**src/rtl/fifo_wr_arbiter_pkg.sv**
```systemverilog
// Shared constants for the FIFO write-port arbiter: state encodings and parameter defaults.
package fifo_wr_arbiter_pkg;

  localparam logic [0:0] ARB_IDLE  = 1'b0;
  localparam logic [0:0] ARB_BURST = 1'b1;

  localparam int unsigned ARB_DEF_BURST_LEN = 4;
  localparam int unsigned ARB_DEF_CNT_W     = 16;

  // Counter width that still gives one bit when the range collapses to a single value.
  function automatic int unsigned arb_clog2_min1(input int unsigned n);
    return (n > 1) ? $clog2(n) : 1;
  endfunction

endpackage

```
**src/rtl/fifo_rr_pick.sv**
```systemverilog
// Combinational round-robin picker: first requester strictly after 'last', cyclically.
module fifo_rr_pick #(
  parameter int unsigned NUM_SRC = 4
) (
  input  logic [NUM_SRC-1:0]         req,
  input  logic [$clog2(NUM_SRC)-1:0] last,
  output logic [NUM_SRC-1:0]         win_onehot,
  output logic [$clog2(NUM_SRC)-1:0] win_idx,
  output logic                       win_valid
);

  localparam int unsigned IDX_W = $clog2(NUM_SRC);

  int unsigned      cand;
  logic [IDX_W-1:0] cand_idx;

  always_comb begin
    win_onehot = '0;
    win_idx    = '0;
    win_valid  = 1'b0;
    cand       = 0;
    cand_idx   = '0;
    // Search order last+1 .. last+NUM_SRC, so 'last' itself is only chosen when alone.
    for (int unsigned i = 1; i <= NUM_SRC; i++) begin
      cand     = (32'(last) + i) % NUM_SRC;
      cand_idx = IDX_W'(cand);
      if (!win_valid && req[cand_idx]) begin
        win_valid            = 1'b1;
        win_idx              = cand_idx;
        win_onehot[cand_idx] = 1'b1;
      end
    end
  end

endmodule

```
**src/rtl/fifo_wr_arbiter.sv**
```systemverilog
// Round-robin burst arbiter for the async FIFO write port (write clock domain).
// Optional per-source word counters are enabled by defining FIFO_ARB_CNT_EN.
module fifo_wr_arbiter
  import fifo_wr_arbiter_pkg::*;
#(
  parameter int unsigned NUM_SRC   = 4,
  parameter int unsigned DATA_W    = 8,
  parameter int unsigned BURST_LEN = ARB_DEF_BURST_LEN
`ifdef FIFO_ARB_CNT_EN
  ,
  parameter int unsigned CNT_W     = ARB_DEF_CNT_W
`endif
) (
  input  logic                      clk,
  input  logic                      rstn,
  input  logic [NUM_SRC-1:0]        src_valid,
  input  logic [NUM_SRC*DATA_W-1:0] src_data,
  output logic [NUM_SRC-1:0]        src_ready,
  input  logic                      fifo_wr_full,
  output logic                      fifo_wr_req,
  output logic [DATA_W-1:0]         fifo_wr_data,
  output logic [NUM_SRC-1:0]        grant,
  output logic                      busy
`ifdef FIFO_ARB_CNT_EN
  ,
  output logic [NUM_SRC*CNT_W-1:0]  src_word_cnt
`endif
);

  localparam int unsigned      IDX_W     = $clog2(NUM_SRC);
  localparam int unsigned      BEAT_W    = arb_clog2_min1(BURST_LEN);
  localparam logic [BEAT_W-1:0] BEAT_LAST = BEAT_W'(BURST_LEN - 1);

  logic [0:0]         state_q, state_d;
  logic [NUM_SRC-1:0] grant_q, grant_d;
  logic [IDX_W-1:0]   last_q, last_d;
  logic [BEAT_W-1:0]  beat_q, beat_d;

  logic [NUM_SRC-1:0] pick_onehot;
  logic [IDX_W-1:0]   pick_idx;
  logic               pick_valid;

  logic               in_burst;
  logic               own_valid;
  logic [DATA_W-1:0]  own_data;

  fifo_rr_pick #(
    .NUM_SRC (NUM_SRC)
  ) u_pick (
    .req        (src_valid),
    .last       (last_q),
    .win_onehot (pick_onehot),
    .win_idx    (pick_idx),
    .win_valid  (pick_valid)
  );

  // 'last' doubles as the owner index while in BURST.
  assign in_burst  = (state_q == ARB_BURST);
  assign own_valid = src_valid[last_q];
  assign own_data  = src_data[last_q*DATA_W +: DATA_W];

  always_comb begin
    src_ready = '0;
    if (rstn && in_burst && !fifo_wr_full) begin
      src_ready[last_q] = 1'b1;
    end
  end

  assign fifo_wr_req  = rstn && in_burst && own_valid && !fifo_wr_full;
  assign fifo_wr_data = in_burst ? own_data : '0;
  assign grant        = grant_q;
  assign busy         = in_burst;

  always_comb begin
    state_d = state_q;
    grant_d = grant_q;
    last_d  = last_q;
    beat_d  = beat_q;
    if (state_q == ARB_IDLE) begin
      if (pick_valid) begin
        state_d = ARB_BURST;
        grant_d = pick_onehot;
        last_d  = pick_idx;
        beat_d  = '0;
      end
    end else begin
      if (!own_valid) begin
        state_d = ARB_IDLE;
        grant_d = '0;
        beat_d  = '0;
      end else if (!fifo_wr_full) begin
        if (beat_q == BEAT_LAST) begin
          state_d = ARB_IDLE;
          grant_d = '0;
          beat_d  = '0;
        end else begin
          beat_d = beat_q + 1'b1;
        end
      end
    end
  end

  always_ff @(posedge clk) begin
    if (!rstn) begin
      state_q <= ARB_IDLE;
      grant_q <= '0;
      last_q  <= IDX_W'(NUM_SRC - 1);
      beat_q  <= '0;
    end else begin
      state_q <= state_d;
      grant_q <= grant_d;
      last_q  <= last_d;
      beat_q  <= beat_d;
    end
  end

`ifdef FIFO_ARB_CNT_EN
  logic [CNT_W-1:0] cnt_q [NUM_SRC];
  logic [CNT_W-1:0] cnt_d [NUM_SRC];

  // Saturating: holds at all-ones until the next reset.
  always_comb begin
    for (int unsigned i = 0; i < NUM_SRC; i++) begin
      cnt_d[i] = cnt_q[i];
      if (src_valid[i] && src_ready[i] && (cnt_q[i] != '1)) begin
        cnt_d[i] = cnt_q[i] + 1'b1;
      end
    end
  end

  always_ff @(posedge clk) begin
    for (int unsigned i = 0; i < NUM_SRC; i++) begin
      if (!rstn) begin
        cnt_q[i] <= '0;
      end else begin
        cnt_q[i] <= cnt_d[i];
      end
    end
  end

  always_comb begin
    src_word_cnt = '0;
    for (int unsigned i = 0; i < NUM_SRC; i++) begin
      src_word_cnt[i*CNT_W +: CNT_W] = cnt_q[i];
    end
  end
`endif

endmodule

```
**config.mk**
```make
export PLATFORM = sky130hd
export DESIGN_NAME = fifo_wr_arbiter
export DESIGN_NICKNAME = d
export VERILOG_FILES = /design/src/rtl/fifo_wr_arbiter_pkg.sv /design/src/rtl/fifo_rr_pick.sv /design/src/rtl/fifo_wr_arbiter.sv
export SDC_FILE = /design/constraint.sdc
export NUM_CORES = 1
export LEC_CHECK = 0
export CELL_PAD_IN_SITES_DETAIL_PLACEMENT = 1
export CELL_PAD_IN_SITES_GLOBAL_PLACEMENT = 1
export CORE_ASPECT_RATIO = 0.7
export CORE_UTILIZATION = 26
export CTS_CLUSTER_DIAMETER = 60
export DETAILED_ROUTE_END_ITERATION = 16
export GPL_ROUTABILITY_DRIVEN = 0
export MAX_ROUTING_LAYER = met4
export PLACE_DENSITY = 0.86
export SLEW_MARGIN = 5
export SYNTH_ARGS = -nofsm -noshare
export SYNTH_HDL_FRONTEND = slang
export SYNTH_SLANG_ARGS = --single-unit
```
**constraint.sdc**
```tcl
create_clock -name clk -period 3 [get_ports clk]
set_input_delay 0.6 -clock clk [delete_from_list [all_inputs] [get_ports clk]]
set_output_delay 0.6 -clock clk [all_outputs]
set_load 0.01 [all_outputs]
```
Word-level counts from Yosys, hierarchy flattened
Index checks and enable logic that the tools add are counted.
{"block": "word_totals", "register_bits": 9, "in_bits": 39, "elab_cells": 96}
{"block": "classes", "addsub": 5, "n_lt_le_gt_ge": 10, "n_eq_ne": 3, "shift": 1, "muxes": 49, "bitwise_logic": 4, "n_reduce_logical": 20}
{"op": "4-bit two-way mux", "n": 10}
{"op": "32-bit by 6-bit variable part select with 8-bit output", "n": 1}
{"op": "1-bit two-way mux", "n": 19}
{"op": "2-bit two-way mux", "n": 9}
{"op": "2-bit by 3-bit < comparator with 1-bit output (second input constant)", "n": 5}
{"op": "1-bit logical AND", "n": 12}
{"op": "4-bit bitwise OR", "n": 3}
{"op": "1-bit binary-select mux with 2-bit select", "n": 5}
{"op": "1-bit demux with 2-bit select", "n": 5}
{"op": "2-bit by 1-bit >= comparator with 1-bit output (second input constant)", "n": 5}
{"op": "8-bit two-way mux", "n": 1}
{"op": "2-bit by 1-bit adder with 2-bit output (second input constant)", "n": 3}
{"op": "2-bit adder (second input constant)", "n": 2}
{"op": "1-bit zero test", "n": 4}
{"op": "2-bit AND reduction", "n": 2}
{"op": "3-bit by 2-bit != test with 1-bit output (second input constant)", "n": 1}
{"op": "3-bit != test (second input constant)", "n": 1}
{"op": "3-bit AND reduction", "n": 1}
{"op": "2-bit equality test (second input constant)", "n": 1}
{"op": "2-bit nonzero test", "n": 1}
{"op": "1-bit NOT", "n": 1}

Logic depth before layout (Yosys ltp)
Gate-level depths: netlist (run 1).
{"block": "depth", "word_depth": 15, "ltp_mapped": 9, "depth_no_buf": 6}

Cells and area by module
A second synthesis (run 1) with hierarchy kept.
{"block": "hier_totals", "hier_cells": 161, "area_unflattened_um2": 1393.8}
{"module": "fifo_wr_arbiter", "instances": 1, "cells_each": 75, "area_per_inst_um2": 764.5}
{"module": "fifo_rr_pick", "instances": 1, "cells_each": 86, "area_per_inst_um2": 629.4}

Least setup slack after synthesis (run 1)
OpenSTA, ideal clock, no wires.
{"block": "synth_path", "kind": "flip-flop to flip-flop", "start": "register last_q[0]", "end": "register grant_q[2] (netlist: grant[2])", "setup_time_ps": 60, "arrival_ps": 3101, "required_time_ps": 2940, "path_slack_ps": -161, "path_stages_with_launch": 10, "period_less_slack_ps": 3161, "path_cell_list": "dfxtp_1 -> buf_6 -> clkbuf_1 -> inv_1 -> ha_1 -> mux4_2 -> clkbuf_1 -> or4_4 -> o22ai_4 -> a32o_1"}
{"block": "synth_via", "elab_chain_cells": 15}
{"element": "start: declaration", "line_no": "fifo_wr_arbiter.sv:36", "text": "logic [IDX_W-1:0] last_q, last_d;"}
{"element": "start signal: assignment", "line_no": "fifo_wr_arbiter.sv:107", "text": "last_q <= IDX_W'(NUM_SRC - 1);"}
{"element": "start signal: assignment", "line_no": "fifo_wr_arbiter.sv:112", "text": "last_q <= last_d;"}
{"element": "branches (longest 15 deep; another with 2-bit by 3-bit < comparator with 1-bit output)"}
{"element": "end signal: assignment", "line_no": "fifo_wr_arbiter.sv:111", "text": "grant_q <= grant_d;"}
{"element": "end: declaration", "line_no": "fifo_wr_arbiter.sv:35", "text": "logic [NUM_SRC-1:0] grant_q, grant_d;"}
Several ways; the timed one is not identified. The select of a mux whose other input is x is not followed.
A chain may end at the register's enable or synchronous reset.

Worst setup path in the final report (run 1)
{"block": "layout_path", "start": "input src_valid[3]", "end": "output fifo_wr_req"}
{"block": "layout_via", "elab_chain_cells": 4}
{"element": "start: declaration", "line_no": "fifo_wr_arbiter.sv:16", "text": "input logic [NUM_SRC-1:0] src_valid,"}
{"element": "1-bit binary-select mux with 2-bit select", "line_no": "fifo_wr_arbiter.sv:59", "text": "assign own_valid = src_valid[last_q];"}
{"element": "1-bit two-way mux (not written as such)", "line_no": "fifo_wr_arbiter.sv:59"}
{"element": "1-bit logical AND (2 in series)", "line_no": "fifo_wr_arbiter.sv:69", "text": "assign fifo_wr_req = rstn && in_burst && own_valid && !fifo_wr_full;"}
{"element": "end: declaration", "line_no": "fifo_wr_arbiter.sv:20", "text": "output logic fifo_wr_req,"}
Every way passes these cells. The select of a mux whose other input is x is not followed.

==> results of run 1 <==
-- power groups by stage --
stage	Combinational, W	Clock (W)	Sequential [W]
after floorplan	0.000673	0	0.000211
after CTS	0.00107	0.000150	0.000185
final	0.00107	0.000146	0.000183
after detailed placement	0.00107	0	0.000187
after global placement	0.000998	0	0.000182
after global routing	0.00116	0.000156	0.000189
-- flip-flops by register name, indices dropped and copies added, names as in the netlist --
name	cells
grant	4
busy	1
beat_q	2
last_q	2
-- how the worst min path moves through the flow --
| stage | end | slack [ps] |
|---|---|---|
| after floorplan | grant[0] | 510 |
| after global placement | grant[2] | 450 |
| after detailed placement | grant[3] | 470 |
| after CTS | grant[3] | 480 |
| after global routing | grant[0] | 510 |
| final | grant[2] | 470 |
-- stage by stage --
step,cells,total power [W],utilization
2_1_floorplan,107,0.000884,-
3_3_place_gp,219,0.00118,0.444
3_5_place_dp,219,0.00126,0.444
4_1_cts,223,0.00141,0.455
5_1_grt,223,0.00150,0.455
6_report,223,0.00140,0.455
-- cell type report --
| type | count | share of cell area |
|---|---|---|
| Clock buffer | 4 | 0.0249 |
| Inverter | 3 | 0.00623 |
| Multi-Input combinational cell | 90 | 0.485 |
| Timing Repair Buffer | 65 | 0.348 |
| Sequential cell | 9 | 0.0997 |
| Tap cell | 52 | 0.0360 |
-- worst reg2reg max path: cells and delay by family, from the launching register on --
kind                     cells  cell delay (ps)
multiplexers                 1              690
AND/OR/NAND/NOR              2              610
adder cells (fa/ha/maj)      1              450
flip-flops                   1              350
AO/OA/AOI/OAI                1              280
buffers and inverters        1              120
-- synthesized netlist by cell type (all sizes together), types with 2 or more instances --
master	instances
a2bb2oi	4
nand2b	3
nand2	8
nor2	3
dfxtp	9
a32o	4
or2b	4
inv	3
a21oi	3
buf	2
o21a	2
mux4	12
clkbuf	3
or3b	2
ha	9
o21ai	3
mux2	2
and2	14
mux2i	4
nor3b	2
-- cell families (layout without fill, tap and decap cells) --
| family | count (synthesis) | count (layout) | share of synthesized area |
|---|---|---|---|
| and+or+nand+nor | 41 | 41 | 0.224 |
| AOI/OAI and AO/OA | 22 | 22 | 0.167 |
| muxes | 18 | 18 | 0.307 |
| adders and majority gates | 9 | 9 | 0.103 |
| DFF | 9 | 9 | 0.165 |
| buffers and inverters | 8 | 72 | 0.0343 |
-- metal layers --
metal  share of wire  wire length (µm)  global-route usage  up-vias
li1                -                 -                   -      537
met4           0.018                76              0.0571        0
met3           0.040               168              0.0374        8
met5               0                 0                   -        -
met1            0.42              1740               0.253      580
met2            0.52              2190               0.361       31
==> results.py, run 1 <==
metrics = {
    "run_status": {
        "outcome": "complete, no violations",
    },
    "layout": {
        "layout_common_cells": "clkdlybuf4s50_1, and2_1, mux4_2",
        "final.fill_count": 447,
        "seq_area_um2": 180,
        "final_nets": 220,
        "final_area_um2": 1810,
        "layout_commonest_cell": "clkdlybuf4s50_1",
        "num_antenna_cells": 0,
        "multi_input_area_um2": 877,
        "syn_to_final_growth_pct": 65.0,
        "drive_gt1_frac": 0.170,
    },
    "sta": {
        "tightest_slew_ps": 508,
        "min_period_over_period": 0.951,
        "fin_crit_ps": 2850,
        "finalMaxSlewViolations": 0,
        "finalWorstSetupSlack_ps": 147,
        "setup_violations": 0,
        "tns_ps": 0,
        "hold_slack_ps": 473,
        "slew_headroom": 0.658,
        "grt_setup_unrepaired": "false",
        "fmax_ghz": 0.351,
        "fin_skew_ps": 2.54,
        "hold_viol_final": 0,
    },
    "placement": {
        "port_buffers": 56,
        "dp_hpwl_um": 3540,
        "pre_cts_slack_ps": 142,
        "postPlaceCellArea_um2": 1760,
    },
    "floorplan": {
        "die_area_um2": 4480,
        "ios": 57,
        "rows": 19,
        "core_area_um2": 3970,
        "die_y_um": 56.3,
        "start_util": 0.276,
        "die_w_um": 79.6,
    },
    "worst_hold_path": {
        "hold_class": "flip-flop to flip-flop",
        "min_path_cells": 1,
        "worstHoldStart": "grant[2]",
    },
    "pwr": {
        "p_per_area_nw_per_um2": 773,
        "comb_power_share": 0.764,
        "p_int_w": 0.000807,
        "peakVddDrop_uv": 341,
        "swShare": 0.422,
        "p_seq_frac": 0.131,
        "p_switching_w": 0.000590,
        "p_leak_nw": 0.713,
        "power.share.clock": 0.104,
    },
    "clock_network": {
        "clk_latency_ps": 240,
        "postCtsSetupBuffers": 0,
        "cts_made_buffers": 3,
        "clockBufferDepth": 2,
        "cts_resized": 0,
        "cts.sinks": 9,
        "htreeDepth": 1,
        "cts_root_buf": "clkbuf_8",
        "hold_buffers": 0,
        "cts.clk_slew.worst_paths_ps": 50,
        "cts_tree": "done",
    },
    "worst_setup_path": {
        "crit_path_max_fanout": 5,
        "worstPathRequired_ps": 2400,
        "path_depth": 4,
        "r2r_cells": 6,
        "startpoint_type": "input port",
        "r2r-end": "grant[2]",
        "crit_family": "buffers and inverters",
        "crit_buf_inv": 2,
        "r2r_slack_ps": 390,
        "setup.worst_path.end_class": "output pin",
        "startpoint": "src_valid[3]",
        "crit_slowest_cell": "mux4_2",
        "worstPathCellList": "clkdlybuf4s50_1 > mux4_2 > and2_1 > clkdlybuf4s50_1",
        "crit_type": "input port to output pin",
        "r2r_start": "last_q[0]",
        "worst_path_most_repeated_cell": "clkdlybuf4s50_1",
        "cp_slowest_stage_delay_ps": 540,
        "critPathCapture": "fifo_wr_req",
        "crit_arrival_ps": 2250,
    },
    "detailed_routing": {
        "drtPass1Iterations": 4,
        "ant_nets": 0,
        "wl_per_cell_um": 18.7,
        "avgViaCountPerCell": 5.18,
        "drc": 0,
        "routed_wl_um": 4170,
        "vias": 1156,
        "drt_iter0_markers": 36,
    },
    "global_route": {
        "grt-ovfl-total": 0,
        "grtUsageTotal": 0.210,
        "grt_pass1_vias": 1292,
        "antenna_found_initial": 0,
        "grt_max_degree": 18,
        "grt_pass1_wl_um": 6760,
    },
    "synthesis": {
        "yosys_register_bits": 9,
        "syn-cell-area_um2": 1090,
        "syn_inst": 107,
        "yosys_most_used_dff": "dfxtp_1",
        "synth_edf_count": 0,
        "avgSynthCellArea_um2": 10.2,
        "yosysSeqAreaShare": 0.165,
        "ys_async_sr_fraction": 0,
        "ys_warn_count": 0,
        "syn_nets": 155,
        "synth_cell_type_count": 33,
        "synth_top_area_cell": "mux4_2",
        "synth.top_cells.by_area": "mux4_2, dfxtp_1, ha_1, and2_1, a32o_1",
        "synth_top_area_frac": 0.226,
    },
    "flow_run": {
        "drv_cap": 0,
    },
}
Note: power is estimated with default switching activity, not from simulation.
==> run 2, diff against run 1 <==
- CAP_MARGIN: unset -> 30
==> results of run 2 <==
The final DEF is identical to that of run 1; final timing and power are the same.
